**src/rtl/led_chaser_div_if.sv**
```systemverilog
// Control/status bundle for the LED chaser.
//   enable    : run (1) or freeze (0) the divider and pattern
//   div_load  : one-cycle pulse, captures div_value into the divisor register
//   div_value : new divisor; step period becomes div_value+1 clocks
//   mode      : 00 rotate-left, 01 rotate-right, 10 bounce, 11 fill/drain
//   diode     : registered LED pattern
//   tick      : registered one-cycle strobe marking each pattern step
// The master modport belongs to whoever drives the controls (board top or
// bench); the slave modport belongs to the chaser itself.
interface led_chaser_div_if #(
    parameter int LED_W = 8,
    parameter int DIV_W = 8
);
    logic             enable;
    logic             div_load;
    logic [DIV_W-1:0] div_value;
    logic [1:0]       mode;
    logic [LED_W-1:0] diode;
    logic             tick;

    modport master (
        output enable, div_load, div_value, mode,
        input  diode, tick
    );

    modport slave (
        input  enable, div_load, div_value, mode,
        output diode, tick
    );
endinterface

```
**src/rtl/led_chaser_div.sv**
```systemverilog
// LED pattern generator with a built-in programmable rate divider.
// The divider yields a clock-enable (step) rather than a derived clock, so
// everything runs on 'clock'.
// Ports:
//   clock   : system clock, rising edge
//   reset_n : synchronous reset, active low
//   bus     : led_chaser_div_if.slave (enable, div_load, div_value, mode in;
//             diode, tick out)
module led_chaser_div #(
    parameter int LED_W    = 8,
    parameter int DIV_W    = 8,
    parameter int DIV_INIT = 4
) (
    input  logic              clock,
    input  logic              reset_n,
    led_chaser_div_if.slave   bus
);

    typedef enum logic [1:0] {
        MODE_ROL    = 2'b00,
        MODE_ROR    = 2'b01,
        MODE_BOUNCE = 2'b10,
        MODE_FILL   = 2'b11
    } mode_e;

    typedef enum logic {
        DIR_LEFT  = 1'b0,
        DIR_RIGHT = 1'b1
    } dir_e;

    logic [DIV_W-1:0] cnt_reg,   cnt_next;
    logic [DIV_W-1:0] div_reg,   div_next;
    logic [LED_W-1:0] diode_reg, diode_next;
    logic             tick_reg,  tick_next;
    dir_e             dir_reg,   dir_next;
    logic             fill_reg,  fill_next;
    mode_e            mode_reg,  mode_next;

    logic             step;
    mode_e            mode_in;
    logic [LED_W-1:0] fill_shift;

    assign mode_in    = mode_e'(bus.mode);
    assign fill_shift = {diode_reg[LED_W-2:0], fill_reg};

    always_ff @(posedge clock) begin
        if (!reset_n) begin
            cnt_reg   <= '0;
            div_reg   <= DIV_W'(DIV_INIT);
            diode_reg <= LED_W'(1);
            tick_reg  <= 1'b0;
            dir_reg   <= DIR_LEFT;
            fill_reg  <= 1'b1;
            mode_reg  <= MODE_ROL;
        end else begin
            cnt_reg   <= cnt_next;
            div_reg   <= div_next;
            diode_reg <= diode_next;
            tick_reg  <= tick_next;
            dir_reg   <= dir_next;
            fill_reg  <= fill_next;
            mode_reg  <= mode_next;
        end
    end

    always_comb begin
        cnt_next   = cnt_reg;
        div_next   = div_reg;
        diode_next = diode_reg;
        tick_next  = 1'b0;
        dir_next   = dir_reg;
        fill_next  = fill_reg;
        mode_next  = mode_reg;
        step       = 1'b0;

        // A divisor load restarts the count and suppresses any step that
        // would have fired this cycle, regardless of enable.
        if (bus.div_load) begin
            div_next = bus.div_value;
            cnt_next = '0;
        end else if (bus.enable) begin
            if (cnt_reg == div_reg) begin
                cnt_next = '0;
                step     = 1'b1;
            end else begin
                cnt_next = cnt_reg + DIV_W'(1);
            end
        end

        if (step) begin
            tick_next = 1'b1;
            if (mode_in != mode_reg) begin
                // Mode change: this step loads the new mode's seed instead
                // of advancing the old pattern.
                mode_next = mode_in;
                case (mode_in)
                    MODE_ROL:    diode_next = LED_W'(1);
                    MODE_ROR:    diode_next = {1'b1, {(LED_W-1){1'b0}}};
                    MODE_BOUNCE: begin
                        diode_next = LED_W'(1);
                        dir_next   = DIR_LEFT;
                    end
                    default: begin
                        diode_next = '0;
                        fill_next  = 1'b1;
                    end
                endcase
            end else begin
                case (mode_reg)
                    MODE_ROL: diode_next = {diode_reg[LED_W-2:0], diode_reg[LED_W-1]};
                    MODE_ROR: diode_next = {diode_reg[0], diode_reg[LED_W-1:1]};
                    MODE_BOUNCE: begin
                        // Turn around on the same step that reaches an end,
                        // so each end LED is lit for exactly one step.
                        if (dir_reg == DIR_LEFT) begin
                            if (diode_reg[LED_W-1]) begin
                                dir_next   = DIR_RIGHT;
                                diode_next = diode_reg >> 1;
                            end else begin
                                diode_next = diode_reg << 1;
                            end
                        end else begin
                            if (diode_reg[0]) begin
                                dir_next   = DIR_LEFT;
                                diode_next = diode_reg << 1;
                            end else begin
                                diode_next = diode_reg >> 1;
                            end
                        end
                    end
                    default: begin
                        diode_next = fill_shift;
                        if (&fill_shift) begin
                            fill_next = 1'b0;
                        end else if (~|fill_shift) begin
                            fill_next = 1'b1;
                        end
                    end
                endcase
            end
        end
    end

    assign bus.diode = diode_reg;
    assign bus.tick  = tick_reg;

endmodule

```
**src/flat_wrapper.sv**
```systemverilog
// flat-port wrapper written by rule: the top's interface ports become plain ports
module led_chaser_div_flat 
#(
    parameter int LED_W    = 8,
    parameter int DIV_W    = 8,
    parameter int DIV_INIT = 4
)
  (clock, reset_n, bus_enable, bus_div_load, bus_div_value, bus_mode, bus_diode, bus_tick);
  led_chaser_div_if #(.LED_W(LED_W), .DIV_W(DIV_W)) bus_i ();
  input  logic clock;
  input  logic reset_n;
  input wire logic [$bits(bus_i.enable)-1:0] bus_enable;
  input wire logic [$bits(bus_i.div_load)-1:0] bus_div_load;
  input wire logic [$bits(bus_i.div_value)-1:0] bus_div_value;
  input wire logic [$bits(bus_i.mode)-1:0] bus_mode;
  output wire logic [$bits(bus_i.diode)-1:0] bus_diode;
  output wire logic [$bits(bus_i.tick)-1:0] bus_tick;
  assign bus_i.enable = bus_enable;
  assign bus_i.div_load = bus_div_load;
  assign bus_i.div_value = bus_div_value;
  assign bus_i.mode = bus_mode;
  assign bus_diode = bus_i.diode;
  assign bus_tick = bus_i.tick;
  led_chaser_div #(.LED_W(LED_W), .DIV_W(DIV_W), .DIV_INIT(DIV_INIT)) u_core (.clock(clock), .reset_n(reset_n), .bus(bus_i));
endmodule
```
**config.mk**
```make
export PLATFORM = sky130hd
export DESIGN_NAME = led_chaser_div_flat
export DESIGN_NICKNAME = d
export VERILOG_FILES = /design/src/rtl/led_chaser_div_if.sv /design/src/rtl/led_chaser_div.sv /design/src/flat_wrapper.sv
export SDC_FILE = /design/constraint.sdc
export NUM_CORES = 1
export LEC_CHECK = 0
export ABC_AREA = 1
export ABC_CLOCK_PERIOD_IN_PS = 3600
export CORE_MARGIN = 2
export CORE_UTILIZATION = 25
export CTS_BUF_LIST = sky130_fd_sc_hd__clkbuf_8
export DETAILED_ROUTE_END_ITERATION = 7
export DONT_BUFFER_PORTS = 1
export MAX_ROUTING_LAYER = met4
export PLACE_DENSITY = 0.4
export SYNTH_ARGS = -nofsm -noshare
export SYNTH_HDL_FRONTEND = slang
export SYNTH_SLANG_ARGS = --single-unit
```
**constraint.sdc**
```tcl
create_clock -name clock -period 3.6 [get_ports clock]
set_input_delay 0.36 -clock clock [delete_from_list [all_inputs] [get_ports clock]]
set_output_delay 0.36 -clock clock [all_outputs]
set_load 0.1 [all_outputs]
```
### Yosys cells after proc, flatten, opt, wreduce, memory -nomap -nowiden

Cells that the tools add are included.

| operators by class | value |
|---|---|
| shift operators | 0 |
| multiply operators | 0 |
| reduce and logical (&&, ||, !) cells | 12 |
| div/mod/pow operators | 0 |
| add/subtract/negate cells | 1 |
| eq/ne operators | 10 |
| mux-type cells | 22 |
| bitwise logic cells | 1 |
| magnitude comparators | 0 |

Operator list:

| cell | number |
|---|---|
| two-way mux 8 bit | 5 |
| case mux 8 bit (3 select lines) | 1 |
| case mux 8 bit (2 select lines) | 1 |
| two-way mux 1 bit | 15 |
| adder 8 x 1 -> 8 bit (second input constant) | 1 |
| equality test 8 bit | 1 |
| AND reduction 8 bit | 1 |
| OR reduction 8 bit | 1 |
| OR reduction 3 bit | 2 |
| equality test 2 x 1 -> 1 bit (second input constant) | 2 |
| equality test 2 bit (second input constant) | 2 |
| logical NOT 2 bit | 2 |
| != test 2 bit (second input constant) | 2 |
| AND reduction 4 bit | 1 |
| OR reduction 2 bit | 2 |
| != test 3 x 1 -> 1 bit (second input constant) | 1 |
| AND reduction 3 bit | 1 |
| != test 2 x 1 -> 1 bit (second input constant) | 1 |
| != test 2 bit | 1 |
| AND reduction 2 bit | 1 |
| nonzero test 2 bit | 1 |
| NOT 1 bit | 1 |

| word-level totals | value |
|---|---|
| register bits | 29 |
| memories | 0 |
| latch bits | 0 |
| ROM bits | 0 |
| RAM bits | 0 |

### Logic depth before layout (Yosys ltp)

Gate-level depths: netlist of run 1.

| logic depth | value |
|---|---|
| word-level depth | 5 |
| gate-level depth with buffers | 10 |
| depth with buffers taken out | 10 |

### Worst setup path after synthesis of run 1

No wires, ideal clock.

| timing | value |
|---|---|
| path kind | reg2reg |
| start point | register u_core.diode_reg[0] (netlist: u_core.bus.diode[0]) |
| end point | register u_core.diode_reg[5] (netlist: u_core.bus.diode[5]) |
| path buffers | 1 |
| required time | 3528 ps |
| path slack | 1617 ps |
| stages on the path, launching flop included | 10 |
| arrival time | 1912 ps |
| path through | dfxtp_1 > buf_2 > inv_2 > nand2_1 > nand3_4 > nand2_2 > nand2_1 > a21oi_1 > nand2_1 > a21oi_1 |

| between the ends | value |
|---|---|
| cells in the longest elaborated chain, start to end | 4 |

Ends and longest elaborated chain:

| what | line | source |
|---|---|---|
| start: declaration | led_chaser_div.sv:33 | `logic [LED_W-1:0] diode_reg, diode_next;` |
| start signal: assignment | led_chaser_div.sv:58 | `diode_reg <= diode_next;` |
| two-way mux 8 bit | led_chaser_div.sv:123 | `if (diode_reg[0]) begin` |
| two-way mux 8 bit | led_chaser_div.sv:115 | `if (dir_reg == DIR_LEFT) begin` |
| case mux 8 bit (3 select lines) | led_chaser_div.sv:109 | `case (mode_reg)` |
| two-way mux 8 bit | led_chaser_div.sv:92 | `if (mode_in != mode_reg) begin` |

Every way passes these cells.
A chain may end at the register's enable or synchronous reset.

### Final worst setup path of run 1

| timing | value |
|---|---|
| start point | register u_core.tick_reg (netlist: u_core.bus.tick) |
| end point | output bus_tick |

RTL lines:

| what | line | source |
|---|---|---|
| start: declaration | led_chaser_div.sv:34 | `logic tick_reg, tick_next;` |
| start signal: assignment | led_chaser_div.sv:59 | `tick_reg <= tick_next;` |
| end: declaration | flat_wrapper.sv:17 | `output wire logic [$bits(bus_i.tick)-1:0] bus_tick;` |

No word-level cell between the ends.

==> impl_metrics.yaml, run 1 <==
status:
  status: "complete, no violations"
yosys:
  yosysUniqueCellTypes: 32
  synth-edff-count: 0
  synth_nets: 293
  synth_common_cells: "82 x nand2_1, 29 x dfxtp_1, 29 x nor2_1"
  seq_area_frac_synth_pct: 32.3
  ys_top_cells_by_area: "dfxtp_1 32%, nand2_1 17%, a21oi_1 7.5%"
  synth_top_area_share_pct: 32.3
  ys_seq_elements: 29
  postSynthAreaPerCell_sq_um: 6.47
  ys.warnings.count: 0
  ys.flop_type: "dfxtp_1"
  async_flop_share_pct: 0
  synth_cells: 278
  synth_most_common_cell: "nand2_1"
  synth_top_area_cell: "dfxtp_1"
  syn_area_sq_um: 1800
cells_and_area:
  final_nets: 302
  n_antenna_cell: 0
  fin_util_pct: 29.6
  syn_to_final_growth_pct: 13.0
  finalNonFillerCells: 384
  layout-drive-gt1-share_pct: 15.3
timing:
  slew_viol_final: 0
  finalCritPeriodShare_pct: 44.1
  setup_viol: 0
  hold_viol: 0
  tns_ps: 0
  fmax_ghz: 0.630
  finalClockSkew_ps: 5.60
  tightest_slew_ps: 931
  slew_headroom_pct: 37.9
  finalCriticalPeriod_ps: 1590
  grt_setup_unrepaired: "false"
detailed_routing:
  drc: 0
  viasPerCell: 4.42
  drt_iter0_drc: 27
  drt-wirelength-per-cell_um: 12.5
  vias: 1697
  drt.antenna.violating_nets: 0
  wl_um: 4820
  dr.pass1.iters: 4
pwr:
  power_frac_comb_pct: 9.1
  internal_power_uw: 482
  p_leak_nw: 0.831
  p_switching_uw: 193
  finalPower_uw: 675
  seqPwrFrac_pct: 49.7
  clockPowerShare_pct: 41.2
  switching_share_pct: 28.6
  p_per_area_nw_per_um2: 332
  ir_worst_vdd_v: 0.0000943
clocking:
  cts_root_buf: "clkbuf_8"
  postCtsResizedCells: 0
  insertion_delay_ps: 290
  holdBufCountCts: 0
  clk_pin_slew_worst_paths_ps: 70
  cts_buffer_depth: 2
  cts_made_buffers: 5
  cts_tree: "built"
  h-tree-depth: 2
  cts_setup_buffers: 0
  cts.sinks: 29
floorplan:
  die_h_um: 88.8
  core-area_sq_um: 6870
  initial_core_util_pct: 26.2
  row_count: 30
  io_pins: 23
  die-area_sq_um: 7890
  die_x_um: 88.8
place:
  place_inst: 376
  port_buffers: 0
  dp_hpwl_um: 3730
  place_congestion: 0.783
worst_setup_path:
  crit_required_ps: 3240
  worst_setup_path_end_kind: "output port"
  cp_data_arrival_time_ps: 1230
  cp-start-kind: "flop"
  worst-path-max-fanout: 1
  worst-setup-path-type: "flop to output port"
job:
  maxCapViolations: 0
global_routing:
  grt_max_degree: 18
  track_usage_pct: 14.5
  overflow: 0
  grt_pass1_wl_um: 8340
  grt_antenna_before_repair: 0
  first_global_vias: 1691
worst_hold_path:
  hold_class: "input pin to flop"
==> cell usage in the layout (no fill, tap or decap), types with 3 or more instances in the layout <==
master    netlist  layout
clkbuf_8        0       5
o21ai_0        16      16
a21oi_1        27      27
inv_1          19      19
nor2_2          3       3
nand2_2         3       3
nand3b_1        3       3
nand4_1         3       3
dfxtp_1        29      29
nand2_1        82      82
nand3_1        20      20
nor2_1         29      29
xnor2_1         6       6
inv_2          11      11
buf_4           0       8
==> metal layers <==
metal | wire (um) | vias to the layer above | GRT usage [%]
met2 | 2460 | 16 | 24.6
li1 | - | 911 | -
met5 | 0 | - | -
met1 | 2170 | 765 | 17.0
met3 | 125 | 5 | 3.36
met4 | 54 | 0 | 4.13
==> final timing paths <==
check	cells past startpoint	startpoint	slack, ps	to
min reg2reg	2	u_core.div_reg[4]	470	u_core.div_reg[4]
max	0	u_core.bus.tick	2010	bus_tick
min	1	reset_n	150	u_core.fill_reg
max reg2reg	7	u_core.cnt_reg[5]	2100	u_core.bus.diode[1]
==> power groups by stage <==
stage                     clock network (mW)  registers, mW  logic [mW]
after floorplan                            0          0.343      0.0528
after global placement                     0          0.344      0.0633
after detailed placement                   0          0.343      0.0628
after CTS                              0.291          0.336      0.0630
after global routing                   0.306          0.337      0.0720
final                                  0.278          0.336      0.0614
==> kinds of logic (layout without fill, tap and decap cells) <==
logic type / count (synthesis) / in the layout / share of synthesized area [%]
adders and majority gates: 1 / 1 / 0.696
DFF: 29 / 29 / 32.3
AOI/OAI and AO/OA: 46 / 46 / 12.9
xor gates and xnor gates: 8 / 8 / 3.90
and+or+nand+nor: 156 / 156 / 41.4
buffers and inverters: 38 / 48 / 8.77
==> worst reg2reg max path, stage by stage, from the launching register on <==
cell,delay (ps)
dfxtp_1,470
xnor2_1,170
nand2_1,80
nor2_1,100
nand3_1,110
nor2_2,280
nand2_1,90
a21oi_1,130
==> final cells by class <==
cell class	instances	area, sq um
fillers	772	4840
multi-input cells	211	1060
flip-flops and latches	29	581
inverters	32	125
well taps	96	120
clock buffers	5	68.8
repair buffers	8	60.1
clock inverters	3	17.5
==> through the flow <==
stage	setup WS [ps]	instance area, sq um	hold slack (ps)
2_1_floorplan	1620	1800	443
3_3_place_gp	2090	1950	454
3_5_place_dp	2090	1950	452
4_1_cts	2000	2030	142
5_1_grt	1860	2030	148
6_report	2010	2030	153
No activity file was read; power rests on OpenSTA's default activity.
==> run 2: changes to the inputs <==
--- a/config.mk
+++ b/config.mk
@@ -5,8 +5,8 @@
 export SDC_FILE = /design/constraint.sdc
 export NUM_CORES = 1
 export LEC_CHECK = 0
-export ABC_AREA = 1
-export ABC_CLOCK_PERIOD_IN_PS = 3600
+export ABC_AREA = 0
+export ABC_CLOCK_PERIOD_IN_PS = 1600
 export CORE_MARGIN = 2
 export CORE_UTILIZATION = 25
 export CTS_BUF_LIST = sky130_fd_sc_hd__clkbuf_8
==> constraint.sdc (replaced) <==
create_clock -name clock -period 1.6 [get_ports clock]
set_input_delay 0.16 -clock clock [delete_from_list [all_inputs] [get_ports clock]]
set_output_delay 0.16 -clock clock [all_outputs]
set_load 0.1 [all_outputs]
==> run 2 against run 1 <==
  * Synthesized area down 14%
  * Utilization rose by 4.0 points
  * Routed wire length is 17% lower
  * Count of clock-buffer cells in the layout unchanged
  * Total power grew 140%
  * First-iteration DRC count grew to 4.4 times the previous value
  * Combinational power is 110% higher
  * Synthesized cell count is 38% lower
==> impl_metrics.yaml, run 2 <==
global_routing:
  grt_pass1_wl_um: 6310
  busiest_layer: "met2"
  gr-usage-met3_pct: 3.80
  first_global_vias: 1342
  overflow: 0
  grt_max_degree: 15
  met1_usage_pct: 14.8
  grt_antenna_before_repair: 0
  track_usage_pct: 12.8
  use_met2_pct: 20.5
yosys:
  ys.flop_type: "dfxtp_1"
  postSynthAreaPerCell_sq_um: 9.01
  synth-edff-count: 0
  synth_cells: 172
  synth_common_cells: "29 x dfxtp_1, 23 x nor2_1, 18 x mux2i_1"
  ys_top_cells_by_area: "dfxtp_1 37%, mux2i_1 12%, xnor2_1 6.2%"
  synth_nets: 187
  synth_top_area_share_pct: 37.5
  synth_top_area_cell: "dfxtp_1"
  yosysUniqueCellTypes: 42
  async_flop_share_pct: 0
  syn_area_sq_um: 1550
  seq_area_frac_synth_pct: 37.5
  synth_most_common_cell: "dfxtp_1"
  ys_seq_elements: 29
  ys.warnings.count: 0
floorplan:
  die_h_um: 82.7
  io_pins: 23
  initial_core_util_pct: 26.0
  die-area_sq_um: 6840
  core-area_sq_um: 5960
  row_count: 28
  die_x_um: 82.7
clocking:
  cts_root_buf: "clkbuf_8"
  h-tree-depth: 2
  cts_made_buffers: 5
  clk_pin_slew_worst_paths_ps: 70
  cts_buffer_depth: 2
  cts.sinks: 29
  cts_tree: "built"
  insertion_delay_ps: 280
pwr:
  seqPwrFrac_pct: 46.5
  ir_worst_vdd_v: 0.000326
  p_switching_uw: 362
  switching_share_pct: 22.5
  clockPowerShare_pct: 45.7
  internal_power_mw: 1.25
  power_frac_comb_pct: 7.8
  p_per_area_nw_per_um2: 805
  p_leak_nw: 0.714
worst_setup_path:
  worst-path-max-fanout: 8
  slowest_stage: "or3_2"
  crit_required_ps: 1770
  crit_buf_inv: 0
  cp_data_arrival_time_ps: 1710
  worstPathCellList: "xnor2_2, nand3_2, or3_2, nand3b_4, nor2_1"
  critPathMaxStageDelay_ps: 530
  rrSetupSlack_ps: 60
  worst-setup-path-type: "flop to flop"
  worst_setup_path_end_kind: "flop"
  critPathTopFamily: "simple AND/OR/NAND/NOR gates"
  cp-start-kind: "flop"
timing:
  finalWorstSetupSlack_ps: 64.0
  finalCritPeriodShare_pct: 96.0
  hold_ws_ps: 9.25
  grt_setup_unrepaired: "true"
  finalClockSkew_ps: 9.38
  tightest_slew_ps: 455
  hold_viol: 0
  finalCriticalPeriod_ps: 1540
  setup_viol: 0
  slew_viol_final: 0
  slew_headroom_pct: 69.6
  fmax_ghz: 0.651
  tns_ps: 0
detailed_routing:
  drt-wirelength-per-cell_um: 14.7
  dr.pass1.iters: 4
  drc: 0
  drt_iter0_drc: 118
  wl_um: 3990
  viasPerCell: 4.87
  drt.antenna.violating_nets: 0
  vias: 1325
status:
  status: "complete, no violations"
place:
  port_buffers: 0
  dp_hpwl_um: 2880
  dp_slack_ps: -122
  place_congestion: 0.798
worst_hold_path:
  hold_class: "input pin to flop"
cells_and_area:
  final_nets: 212
  layout-drive-gt1-share_pct: 31.0
  syn_to_final_growth_pct: 29.2
  n_antenna_cell: 0
  layout_common_cells: "23 x nor2_1, 23 x buf_4, 18 x mux2i_1, 18 x dfxtp_1, 11 x nand2_1"
job:
  maxCapViolations: 0
[run 2: path summary, 6_finish.rpt]
check	from	to	cells after the start
setup / recovery	u_core.cnt_reg[4]	u_core.cnt_reg[0]	5
hold / removal	bus_div_value[2]	u_core.div_reg[2]	2
setup reg to reg	u_core.cnt_reg[4]	u_core.cnt_reg[0]	5
hold reg to reg	u_core.bus.diode[1]	u_core.bus.diode[1]	2
[run 2: routing by layer]
| layer | wire length, um | up-vias | part of all wire, % |
|---|---|---|---|
| met5 | 0 | - | 0 |
| met4 | 53 | 0 | 1.3 |
| met3 | 144 | 6 | 3.6 |
| met2 | 1900 | 21 | 47 |
| met1 | 1900 | 638 | 48 |
| li1 | - | 660 | - |
[run 2: repair_timing]
item	in CTS	in global routing
pin swaps	0	3
setup buffers	0	1
resized for setup	6	7
hold buffers	3	0
gates cloned	0	0
hold endpoints to repair	3	0
endpoints found under the setup margin	17	17
[run 2: stage by stage]
stage	area, sq um	power, mW	util, %	instances
2_1_floorplan	1570	0.858	-	172
3_3_place_gp	1800	0.874	30.2	261
3_5_place_dp	1800	0.876	30.2	261
4_1_cts	1970	1.64	33.1	271
5_1_grt	2000	1.68	33.6	272
6_report	2000	1.61	33.6	272
[run 2: power by group through the flow]
| stage | Sequential (mW) | Clock, mW | Combinational [mW] |
|---|---|---|---|
| after floorplan | 0.768 | 0 | 0.0900 |
| after detailed placement | 0.764 | 0 | 0.112 |
| after global routing | 0.750 | 0.792 | 0.136 |
| final | 0.749 | 0.736 | 0.126 |
| after CTS | 0.749 | 0.762 | 0.124 |
| after global placement | 0.763 | 0 | 0.111 |
[run 2: cell type report]
cell class / count / area (sq um)
clock inverter: 2 / 35.0
tap: 75 / 93.8
timing repair buffer: 27 / 214
sequential: 29 / 602
fill: 631 / 3960
clock buffer: 5 / 68.8
inverter: 3 / 11.3
multi-input combinational: 131 / 976
[run 2: kinds of logic after synthesis]
kind of cell | after synthesis | synth area share [%]
flip-flops | 29 | 37.5
adder cells (fa/ha/maj) | 1 | 0.808
AO/OA/AOI/OAI | 26 | 11.6
buffers and inverters | 12 | 3.23
AND/OR/NAND/NOR | 68 | 23.4
multiplexers | 19 | 12.4
XOR/XNOR | 17 | 11.1
[run 2: worst reg2reg max path, cell delays in order, from the launching register on]
cell	delay, ps
dfxtp_1	340
xnor2_2	210
nand3_2	120
or3_2	530
nand3b_4	150
nor2_1	70
